### src/rtl/multdiv_issue_ctrl.sv
// multdiv_issue_ctrl: execute-stage initiator for the iterative multdiv unit.
// Captures a mult/div instruction, fires a single start pulse, stalls the
// pipeline until the unit reports ready, then presents one writeback beat
// (redirected to the status register when the unit raises an exception).
// Optional feature: define MD_TIMEOUT_EN to abort BUSY after TIMEOUT cycles.
module multdiv_issue_ctrl #(
    parameter logic [4:0]  RSTATUS_REG  = 5'd30,
    parameter logic [31:0] RSTATUS_MULT = 32'd4,
    parameter logic [31:0] RSTATUS_DIV  = 32'd5
`ifdef MD_TIMEOUT_EN
    ,
    parameter int unsigned TIMEOUT      = 64
`endif
) (
    input  logic        clock,
    input  logic        reset_n,
    input  logic        issue_valid,
    input  logic        issue_is_div,
    input  logic [31:0] issue_opA,
    input  logic [31:0] issue_opB,
    input  logic [4:0]  issue_rd,
    input  logic        flush,
    output logic [31:0] data_operandA,
    output logic [31:0] data_operandB,
    output logic        ctrl_MULT,
    output logic        ctrl_DIV,
    input  logic [31:0] data_result,
    input  logic        data_exception,
    input  logic        data_resultRDY,
    output logic        stall,
    output logic        wb_valid,
    output logic [4:0]  wb_rd,
    output logic [31:0] wb_data,
    output logic        wb_exception
);

    typedef enum logic [1:0] {
        IDLE  = 2'd0,
        START = 2'd1,
        BUSY  = 2'd2,
        DONE  = 2'd3
    } state_t;

    state_t      state_q, state_d;
    logic [31:0] opa_q, opa_d;
    logic [31:0] opb_q, opb_d;
    logic [31:0] result_q, result_d;
    logic [4:0]  rd_q, rd_d;
    logic        is_div_q, is_div_d;
    logic        exc_q, exc_d;
    logic        ctrl_mult_q, ctrl_mult_d;
    logic        ctrl_div_q, ctrl_div_d;
    logic        accept;

`ifdef MD_TIMEOUT_EN
    localparam int CNT_W = (TIMEOUT > 1) ? $clog2(TIMEOUT) : 1;
    logic [CNT_W-1:0] tmo_cnt_q, tmo_cnt_d;
`endif

    // A new instruction is taken only from IDLE and never while it is being squashed.
    assign accept = (state_q == IDLE) && issue_valid && !flush;

    // Next-state logic: operand/op capture, start pulse generation, result capture.
    always_comb begin
        state_d     = state_q;
        opa_d       = opa_q;
        opb_d       = opb_q;
        result_d    = result_q;
        rd_d        = rd_q;
        is_div_d    = is_div_q;
        exc_d       = exc_q;
        ctrl_mult_d = 1'b0;
        ctrl_div_d  = 1'b0;
`ifdef MD_TIMEOUT_EN
        tmo_cnt_d   = tmo_cnt_q;
`endif
        case (state_q)
            IDLE: begin
                if (accept) begin
                    opa_d       = issue_opA;
                    opb_d       = issue_opB;
                    rd_d        = issue_rd;
                    is_div_d    = issue_is_div;
                    // Registered so the pulse lines up with the START cycle.
                    ctrl_mult_d = !issue_is_div;
                    ctrl_div_d  = issue_is_div;
                    state_d     = START;
                end
            end
            START: begin
                // Ready is deliberately ignored here: it may be left over from
                // the previous operation.
`ifdef MD_TIMEOUT_EN
                tmo_cnt_d = '0;
`endif
                state_d = flush ? IDLE : BUSY;
            end
            BUSY: begin
                if (flush) begin
                    state_d = IDLE;
                end else if (data_resultRDY) begin
                    result_d = data_result;
                    exc_d    = data_exception;
                    state_d  = DONE;
                end
`ifdef MD_TIMEOUT_EN
                else if (tmo_cnt_q == CNT_W'(TIMEOUT - 1)) begin
                    exc_d   = 1'b1;
                    state_d = DONE;
                end else begin
                    tmo_cnt_d = tmo_cnt_q + 1'b1;
                end
`endif
            end
            DONE: begin
                state_d = IDLE;
            end
            default: begin
                state_d = IDLE;
            end
        endcase
    end

    // State and datapath registers, cleared immediately by reset.
    always_ff @(posedge clock or negedge reset_n) begin
        if (!reset_n) begin
            state_q     <= IDLE;
            opa_q       <= '0;
            opb_q       <= '0;
            result_q    <= '0;
            rd_q        <= '0;
            is_div_q    <= 1'b0;
            exc_q       <= 1'b0;
            ctrl_mult_q <= 1'b0;
            ctrl_div_q  <= 1'b0;
`ifdef MD_TIMEOUT_EN
            tmo_cnt_q   <= '0;
`endif
        end else begin
            state_q     <= state_d;
            opa_q       <= opa_d;
            opb_q       <= opb_d;
            result_q    <= result_d;
            rd_q        <= rd_d;
            is_div_q    <= is_div_d;
            exc_q       <= exc_d;
            ctrl_mult_q <= ctrl_mult_d;
            ctrl_div_q  <= ctrl_div_d;
`ifdef MD_TIMEOUT_EN
            tmo_cnt_q   <= tmo_cnt_d;
`endif
        end
    end

    assign data_operandA = opa_q;
    assign data_operandB = opb_q;
    assign ctrl_MULT     = ctrl_mult_q;
    assign ctrl_DIV      = ctrl_div_q;

    // Stall and writeback payload; payload is zero outside DONE.
    always_comb begin
        stall        = accept || (state_q == START) || (state_q == BUSY);
        wb_valid     = 1'b0;
        wb_rd        = '0;
        wb_data      = '0;
        wb_exception = 1'b0;
        if (state_q == DONE) begin
            wb_valid     = !flush;
            wb_exception = exc_q;
            if (exc_q) begin
                wb_rd   = RSTATUS_REG;
                wb_data = is_div_q ? RSTATUS_DIV : RSTATUS_MULT;
            end else begin
                wb_rd   = rd_q;
                wb_data = result_q;
            end
        end
    end

endmodule

### config.mk
export PLATFORM = sky130hd
export DESIGN_NAME = multdiv_issue_ctrl
export DESIGN_NICKNAME = d
export VERILOG_FILES = /design/src/rtl/multdiv_issue_ctrl.sv
export SDC_FILE = /design/constraint.sdc
export NUM_CORES = 1
export LEC_CHECK = 0
export BUFFER_PORTS_ARGS = -buffer_cell sky130_fd_sc_hd__clkbuf_2
export CAP_MARGIN = 20
export CORE_MARGIN = 8
export CORE_UTILIZATION = 35
export DETAILED_ROUTE_END_ITERATION = 16
export GPL_TIMING_DRIVEN = 0
export HOLD_SLACK_MARGIN = 0.15
export PLACE_DENSITY = 0.68
export SLEW_MARGIN = 0
export SYNTH_ARGS = -nofsm -noshare
export SYNTH_HDL_FRONTEND = slang
export SYNTH_SLANG_ARGS = --single-unit
export TNS_END_PERCENT = 100
### constraint.sdc
create_clock -name clock -period 4.3 [get_ports clock]
set_input_delay 0.86 -clock clock [delete_from_list [all_inputs] [get_ports clock]]
set_output_delay 0.86 -clock clock [all_outputs]
set_load 0.02 [all_outputs]
==> results.json <==
{
  "cp.arrival_ns": 1.93,
  "period_minus_slack_ns": 2.79,
  "layout-drive-gt1-share": 0.678,
  "worstPathMaxFanout": 10,
  "postCtsSetupRepairBufs": 0,
  "seqCellArea_mm2": 0.00268,
  "initial_core_util": 0.361,
  "core_mm2": 0.0133,
  "power.density_mw_per_mm2": 516,
  "syn-cell-area_mm2": 0.00480,
  "die_area_mm2": 0.0177,
  "via_count": 3014,
  "drt-initial-drc-count": 104,
  "finalSetupTns_ns": 0,
  "diodes": 0,
  "antenna_found_initial": 0,
  "area_growth_pct": 32.8,
  "route.detailed.drc": 0,
  "ys_seq_area_frac": 0.558,
  "ant_nets": 0,
  "p_leak_nw": 3.32,
  "die_w_um": 133,
  "routedWlPerCell_um": 16.7,
  "ys_ff_latch": 107,
  "gp_congestion": 0.738,
  "routed_wl_um": 11500,
  "layout.nets": 618,
  "synth_top_area_frac": 0.558,
  "total_power_mw": 3.29,
  "dp_hpwl_um": 8830,
  "synth_nets": 394,
  "drv_cap": 0,
  "fp.dieH_um": 133,
  "synth.avg_cell_area_um2": 16.8,
  "clockBufferDepth": 2,
  "htree_levels": 3,
  "finalCritPeriodShare": 0.649,
  "slew_viol_final": 0,
  "path_class": "flop to output port",
  "cts.clk_slew.worst_paths_ns": 0.07,
  "syn_inst": 286,
  "multi_input_area_mm2": 0.00189,
  "cts-root-buf": "clkbuf_16",
  "cts_buffers": 9,
  "holdCritPathClass": "flop to flop",
  "postLayoutCoreUtil": 0.479,
  "clk_latency_ns": 0.34,
  "cts_sinks": 107,
  "num-fill-cells": 1212,
  "rows": 42,
  "grt_pass1_wl_um": 19000,
  "synth_area_leaders": "dfrtp_1 56%, mux2_4 31%, and2_1 4.2%, buf_12 2.9%, buf_6 1.4%",
  "grtUsageTotal": 0.132,
  "drtPass1Iterations": 4,
  "placed_cells": 675,
  "rr_worst_depth": 5,
  "finalSetupViolCount": 0,
  "ys_warn_count": 0,
  "startpoint_type": "flop",
  "worst_pin_slew_ns": 0.878,
  "holdPathStages": 1,
  "top_level_ports": 214,
  "cp-end-kind": "output port",
  "cts_tree": "done",
  "grt_start_max_net_pins": 108,
  "timing.final.hold_violations": 0,
  "crit_required_ns": 3.44,
  "final_cells": 691,
  "outcome": "complete, no violations",
  "vdd_ir_drop_max_mv": 0.220,
  "slew_headroom": 0.415,
  "portBuffers": 213,
  "yosysTopAreaCell": "dfrtp_1",
  "grt-ovfl-total": 0,
  "drt-vias-per-instance": 4.36,
  "holdWs_ns": 0.503,
  "fin_skew_ns": 0.00739,
  "post_cts_resized": 0,
  "hold_buffers": 0,
  "grt_pass1_vias": 3541,
  "rsz0062_at_grt": "false",
  "fmax_mhz": 358,
  "synth_cell_type_count": 20
}
-- power breakdown --
group / switching [mW] / internal, mW / total (mW)
clock network: 0.359 / 0.409 / 0.768
logic: 0.467 / 0.577 / 1.04
registers: 0.166 / 1.31 / 1.48
total: 0.992 / 2.30 / 3.29
-- placed cells by master (no fill, tap or decap) --
master | synthesis | layout
clkbuf_2 | 0 | 212
dfrtp_1 | 107 | 107
mux2_4 | 98 | 98
and2_1 | 32 | 32
nor2_1 | 14 | 14
clkbuf_16 | 0 | 9
buf_12 | 7 | 7
buf_6 | 6 | 6
mux2_2 | 5 | 5
clkbuf_1 | 4 | 4
clkinv_2 | 0 | 3
mux2i_1 | 2 | 2
clkbuf_8 | 0 | 2
buf_4 | 1 | 1
nand2_1 | 1 | 1
and3b_2 | 1 | 1
and3_2 | 1 | 1
nand2b_1 | 1 | 1
a21boi_0 | 1 | 1
nor4b_4 | 1 | 1
nor2b_1 | 1 | 1
and4bb_1 | 1 | 1
nor3_1 | 1 | 1
xnor2_1 | 1 | 1
clkinvlp_4 | 0 | 1
clkinv_4 | 0 | 1
inv_6 | 0 | 1
-- metal layers --
metal / track usage / up-vias / part of all wire
li1: - / 1415 / -
met1: 0.160 / 1465 / 0.43
met2: 0.210 / 120 / 0.48
met3: 0.0485 / 14 / 0.080
met4: 0.0505 / 0 / 0.017
met5: 0 / - / 0
-- path summary, 6_finish.rpt --
path,from,endpoint,slack [ns]
min reg2reg,result_q[30],result_q[30],0.50
max in group asynchronous,reset_n,state_q[0],3.06
max reg2reg,state_q[0],rd_q[0],2.66
max,exc_q,wb_data[22],1.51
min,result_q[30],result_q[30],0.50
min in group asynchronous,reset_n,result_q[5],0.57
-- cell families after synthesis --
group	after synthesis	share of synthesized area
buf+inv	18	0.0480
compound gates	1	0.00156
flops	107	0.558
simple gates	54	0.0683
xor+xnor	1	0.00183
mux	105	0.322
-- stage by stage --
stage | setup slack (ns) | cell area, µm²
after floorplan | 1.97 | 4800
after global placement | 0.949 | 6090
after detailed placement | 1.84 | 6090
after CTS | 1.48 | 6370
after global routing | 1.37 | 6370
final | 1.51 | 6370
-- state kept, by name, indices dropped and copies added (netlist names) --
name,flops
ctrl_DIV,1
ctrl_MULT,1
rd_q,5
data_operandA,32
exc_q,1
state_q,2
data_operandB,32
is_div_q,1
result_q,32
-- layout make-up --
type,count,area share
Buffer,18,0.0361
Clock buffer,10,0.0375
Clock inverter,6,0.00628
Multi-Input combinational cell,161,0.297
Sequential cell,107,0.420
Tap cell,176,0.0346
Timing Repair Buffer,213,0.169
-- synth_stat cells --
| cell type | number |
|---|---|
| and4bb_1 | 1 |
| a21boi_0 | 1 |
| nor2b_1 | 1 |
| nand2_1 | 1 |
| and3b_2 | 1 |
| nor3_1 | 1 |
| dfrtp_1 | 107 |
| buf_4 | 1 |
| xnor2_1 | 1 |
| clkbuf_1 | 4 |
| mux2_4 | 98 |
| and3_2 | 1 |
| nor4b_4 | 1 |
| mux2_2 | 5 |
| buf_6 | 6 |
| nor2_1 | 14 |
| buf_12 | 7 |
| nand2b_1 | 1 |
| and2_1 | 32 |
| mux2i_1 | 2 |
-- critical path, stage by stage, from the launching register on --
cell	delay, ns
dfrtp_1	0.36
clkbuf_1	0.22
and3b_2	0.33
clkbuf_1	0.32
and2_1	0.20
clkbuf_2	0.17
No activity file was read; power rests on OpenSTA's default activity.
